===== src/rtl/elementary_ca_array.sv =====
// One-dimensional elementary cellular automaton over WIDTH cells; a generation is
// produced on a timer tick or a step request. Byte-wide load and read ports access the cells.
module elementary_ca_array #(
    parameter int          WIDTH        = 32,
    parameter logic [23:0] MAX_COUNT    = 24'd10_000_000,
    parameter logic [7:0]  RULE_DEFAULT = 8'd110
) (
    input  logic                          clk,
    input  logic                          reset,
    input  logic                          run,
    input  logic                          step_req,
    input  logic                          wrap_en,
    input  logic [7:0]                    rule_in,
    input  logic                          rule_we,
    input  logic [$clog2(WIDTH/8)-1:0]    load_addr,
    input  logic [7:0]                    load_data,
    input  logic                          load_we,
    input  logic [$clog2(WIDTH/8)-1:0]    rd_addr,
    output logic [7:0]                    rd_data,
    output logic [15:0]                   gen_count,
    output logic                          step_done,
    output logic                          alive,
    output logic                          still
);
    localparam int NB = WIDTH / 8;
    localparam int AW = $clog2(NB);

    logic [WIDTH-1:0] cells;
    logic [WIDTH-1:0] cells_nxt;
    logic [WIDTH+1:0] ext;
    logic [7:0]       rule;
    logic [23:0]      timer;
    logic             tick;
    logic             trigger;
    logic             gen;

    assign tick    = run && (timer == MAX_COUNT - 24'd1);
    assign trigger = tick || step_req;
    // A byte load wins over a generation in the same cycle.
    assign gen     = trigger && !load_we;
    assign alive   = |cells;

    // Cells padded with their edge neighbours: ext[i+1] is cells[i], ext[i+2] its left.
    assign ext = {wrap_en & cells[0], cells, wrap_en & cells[WIDTH-1]};

    always_comb begin
        cells_nxt = '0;
        for (int i = 0; i < WIDTH; i++) begin
            cells_nxt[i] = rule[{ext[i+2], ext[i+1], ext[i]}];
        end
    end

    always_comb begin
        rd_data = 8'h00;
        for (int b = 0; b < NB; b++) begin
            if (rd_addr == AW'(b)) begin
                rd_data = cells[8*b +: 8];
            end
        end
    end

    always_ff @(posedge clk) begin
        if (reset) begin
            cells     <= {{(WIDTH-1){1'b0}}, 1'b1};
            rule      <= RULE_DEFAULT;
            timer     <= '0;
            gen_count <= '0;
            step_done <= 1'b0;
            still     <= 1'b0;
        end else begin
            timer     <= (!run || tick) ? 24'd0 : timer + 24'd1;
            step_done <= gen;
            if (rule_we) begin
                rule <= rule_in;
            end
            if (load_we) begin
                for (int b = 0; b < NB; b++) begin
                    if (load_addr == AW'(b)) begin
                        cells[8*b +: 8] <= load_data;
                    end
                end
                still <= 1'b0;
            end else if (gen) begin
                cells     <= cells_nxt;
                gen_count <= gen_count + 16'd1;
                still     <= (cells_nxt == cells);
            end
        end
    end
endmodule


===== config.mk =====
export PLATFORM = sky130hd
export DESIGN_NAME = elementary_ca_array
export DESIGN_NICKNAME = d
export VERILOG_FILES = /design/src/rtl/elementary_ca_array.sv
export SDC_FILE = /design/constraint.sdc
export NUM_CORES = 1
export LEC_CHECK = 0
export ABC_AREA = 1
export BUFFER_PORTS_ARGS = -buffer_cell sky130_fd_sc_hd__buf_4
export CAP_MARGIN = 20
export CORE_UTILIZATION = 27
export CTS_CLUSTER_DIAMETER = 40
export DETAILED_ROUTE_END_ITERATION = 16
export PLACE_DENSITY_LB_ADDON = 0.15
export SLEW_MARGIN = 10
export SYNTH_ARGS = -nofsm -noshare
export SYNTH_HDL_FRONTEND = slang
export SYNTH_SLANG_ARGS = --single-unit

===== constraint.sdc =====
create_clock -name clk -period 1.98 [get_ports clk]
set_input_delay 0.198 -clock clk [delete_from_list [all_inputs] [get_ports clk]]
set_output_delay 0.198 -clock clk [all_outputs]
set_load 0.1 [all_outputs]

==> results.sh <==
export IMPL_dp_hpwl_mm=18.0
export IMPL_dr_pass1_iters=5
export IMPL_worstPathMaxFanout=2
export IMPL_crit_start="cells[10]"
export IMPL_cap_violations=0
export IMPL_ir_worst_vdd_mv=0.317
export IMPL_required_ns=1.78
export IMPL_min_period_ns=1.94
export IMPL_detail_route_iter0_violations=565
export IMPL_grt_total_usage_pct=20.7
export IMPL_p_comb_share_pct=37.0
export IMPL_avgSynthCellArea_sq_um=5.94
export IMPL_cts_buffers=9
export IMPL_holdWs_ns=0.0626
export IMPL_pwr_density_cell_nw_per_um2=677
export IMPL_diodes=0
export IMPL_r2r_end="gen_count[12]"
export IMPL_pwr_share_seq_pct=30.8
export IMPL_drc=0
export IMPL_grt_pass1_vias=7145
export IMPL_worstSetupEndpoint="alive"
export IMPL_drtAntennaViolNets=0
export IMPL_cellLeakagePower_nw=3.67
export IMPL_start_util_pct=27.4
export IMPL_clk_latency_ns=0.36
export IMPL_fin_nets=1249
export IMPL_clkTransAtPathRegs_ns=0.07
export IMPL_vias=7754
export IMPL_power_mw=5.83
export IMPL_layout_common_cells="nand2_1 (315), nand3_1 (186), buf_4 (175)"
export IMPL_rsz0062_at_grt="true"
export IMPL_dieHeight_um=156
export IMPL_setup_viol=0
export IMPL_slowest_delay_ns=0.40
export IMPL_syn_to_final_growth_pct=34.0
export IMPL_synth_fp_nets=1111
export IMPL_cts_hold_buf=0
export IMPL_antenna_found_initial=0
export IMPL_worstReg2RegStart="timer[0]"
export IMPL_async_reset_ff_share_pct=0
export IMPL_syn_area_sq_um=6420
export IMPL_die_width_um=156
export IMPL_switching_share_pct=39.3
export IMPL_htreeDepth=3
export IMPL_setup_tns_final_ns=0
export IMPL_post_place_ws_ns=0.0264
export IMPL_synth_edf_count=0
export IMPL_syn_inst=1082
export IMPL_power_frac_clock_pct=32.2
export IMPL_path_class="flop to output port"
export IMPL_ys_warn_count=0
export IMPL_max_freq_mhz=515
export IMPL_gp_congestion=0.896
export IMPL_via_per_inst=5.02
export IMPL_ys_seq_elements=82
export IMPL_overflow=0
export IMPL_p_int_mw=3.54
export IMPL_core_area_sq_um=23400
export IMPL_regArea_sq_um=1670
export IMPL_finalHoldViolCount=0
export IMPL_cp_arrival_ns=1.74
export IMPL_wl_mm=25.3
export IMPL_layout_commonest_cell="nand2_1"
export IMPL_fillers=2602
export IMPL_clockBufferDepth=2
export IMPL_io_pins=54
export IMPL_worst_r2r_path_depth=12
export IMPL_row_count=56
export IMPL_cts_tree="done"
export IMPL_synth_cell_types=41
export IMPL_grt_pass1_wl_mm=39.2
export IMPL_multi_input_area_sq_um=4270
export IMPL_crit_path_end_kind="output port"
export IMPL_synth_main_ff_cell="dfxtp_1"
export IMPL_ctsRootBufferMaster="clkbuf_16"
export IMPL_worst_slew_pin_slew_ns=0.532
export IMPL_slowest_stage="nor4_2"
export IMPL_grt_max_degree=48
export IMPL_hold_path_class="primary input to flop"
export IMPL_yosysSeqAreaShare_pct=25.6
export IMPL_r2r_slack_ns=0.10
export IMPL_io_buffers=53
export IMPL_skew_ns=0.0154
export IMPL_critPathLaunchType="flop"
export IMPL_die_area_sq_um=24400
export IMPL_slew_violations=0
export IMPL_final_setup_worst_slack_ns=0.0395
export IMPL_period_share_pct=98.0
export IMPL_drive_gt1_share_pct=25.5
export IMPL_cp_cell_sequence="clkinv_4 > nand4_1 > nor4_2 > buf_4 > nand2_2 > buf_12"
export IMPL_slew_headroom_pct=64.5
export IMPL_status="finished clean"
export IMPL_cts_sinks=82
export IMPL_drt_wirelength_per_cell_um=16.4
export IMPL_p_switching_mw=2.29
layout make-up:
type                            instances  share of cell area (%)
Tap cell                              319                    4.64
Multi-Input combinational cell        840                    49.6
Clock buffer                            9                    2.62
Clock inverter                          7                    1.05
Sequential cell                        82                    19.4
Inverter                               97                    4.62
Timing Repair Buffer                  189                    18.1
Timing Repair inverter                  1                  0.0872
sequential cells by signal, indices dropped and copies added (netlist names):
| register | count |
|---|---|
| gen_count | 16 |
| still | 1 |
| timer | 24 |
| step_done | 1 |
| rule | 8 |
| cells | 32 |
metal layers:
metal	up-vias	share of wire [%]	GRT usage (%)	wire length (um)
li1	3968	-	-	-
met1	3570	47	28.0	11900
met2	180	46	32.9	11600
met3	36	4.3	3.18	1090
met4	0	2.8	8.17	702
met5	-	0	0	0
cells in the mapped netlist (2+ instances only):
cell	instances	area [sq um]
nor2_4	4	45.0
o21a_1	4	30.0
o2111ai_1	3	26.3
nand4_1	12	75.1
o21ai_0	88	440
a31oi_1	7	43.8
buf_6	4	45.0
nor3b_1	4	30.0
xor2_1	5	43.8
nand3_2	4	40.0
nand2_2	3	18.8
o21ai_1	3	15.0
o31ai_1	4	30.0
nand2_1	320	1200
inv_2	5	18.8
dfxtp_1	82	1640
a21oi_1	69	345
o211ai_1	42	315
o22ai_1	4	25.0
inv_1	75	282
nand3b_1	2	15.0
ha_1	2	25.0
nor3_1	12	60.1
nor4_1	5	31.3
nor2_1	40	150
clkinv_1	17	63.8
buf_2	26	130
and3_1	4	25.0
nand3_1	187	936
buf_4	9	67.6
nor2_2	4	25.0
clkbuf_1	23	86.3
through the flow:
stage          area (sq um)  util [%]  std cells
6_report               8610      36.8       1544
5_1_grt                8610      36.8       1544
4_1_cts                8280      35.4       1526
3_5_place_dp           7900      33.7       1506
3_3_place_gp           7900      33.7       1506
2_1_floorplan          6470         -       1082
worst max-delay path, delay by kind of cell (launching register included):
kind,cells,cell delay [ns]
simple gates,3,0.63
buf+inv,3,0.42
flops,1,0.35
worst min-delay path by stage:
stage	startpoint	to	slack, ns	cells past startpoint
finish	rule_in[6]	rule[6]	0.06	3
global placement	rule_in[6]	rule[6]	0.42	3
floorplan	reset	rule[1]	0.30	2
detailed placement	rule_in[6]	rule[6]	0.42	3
CTS	rule_in[6]	rule[6]	0.06	3
global route	rule_in[6]	rule[6]	0.08	3
what timing repair did:
item	4_1_cts	5_1_grt
endpoints found under the hold margin	0	0
setup buffers	4	19
setup endpoints to repair	1	49
cloned	0	1
resized for setup	22	71
pin swaps	2	19
power groups by stage:
stage / sequential, mW / clock [mW] / combinational [mW]
2_1_floorplan: 1.83 / 0 / 1.32
3_3_place_gp: 1.81 / 0 / 2.06
3_5_place_dp: 1.81 / 0 / 2.06
4_1_cts: 1.78 / 1.92 / 2.08
5_1_grt: 1.80 / 1.98 / 2.38
6_report: 1.79 / 1.88 / 2.16
cell families after synthesis:
group / after synthesis / synth area share, %
buf+inv: 160 / 10.8
simple gates: 605 / 42.1
xor+xnor: 5 / 0.682
compound gates: 228 / 20.5
flops: 82 / 25.6
fa+ha+maj: 2 / 0.389
Note: power is estimated with default switching activity, not from simulation.
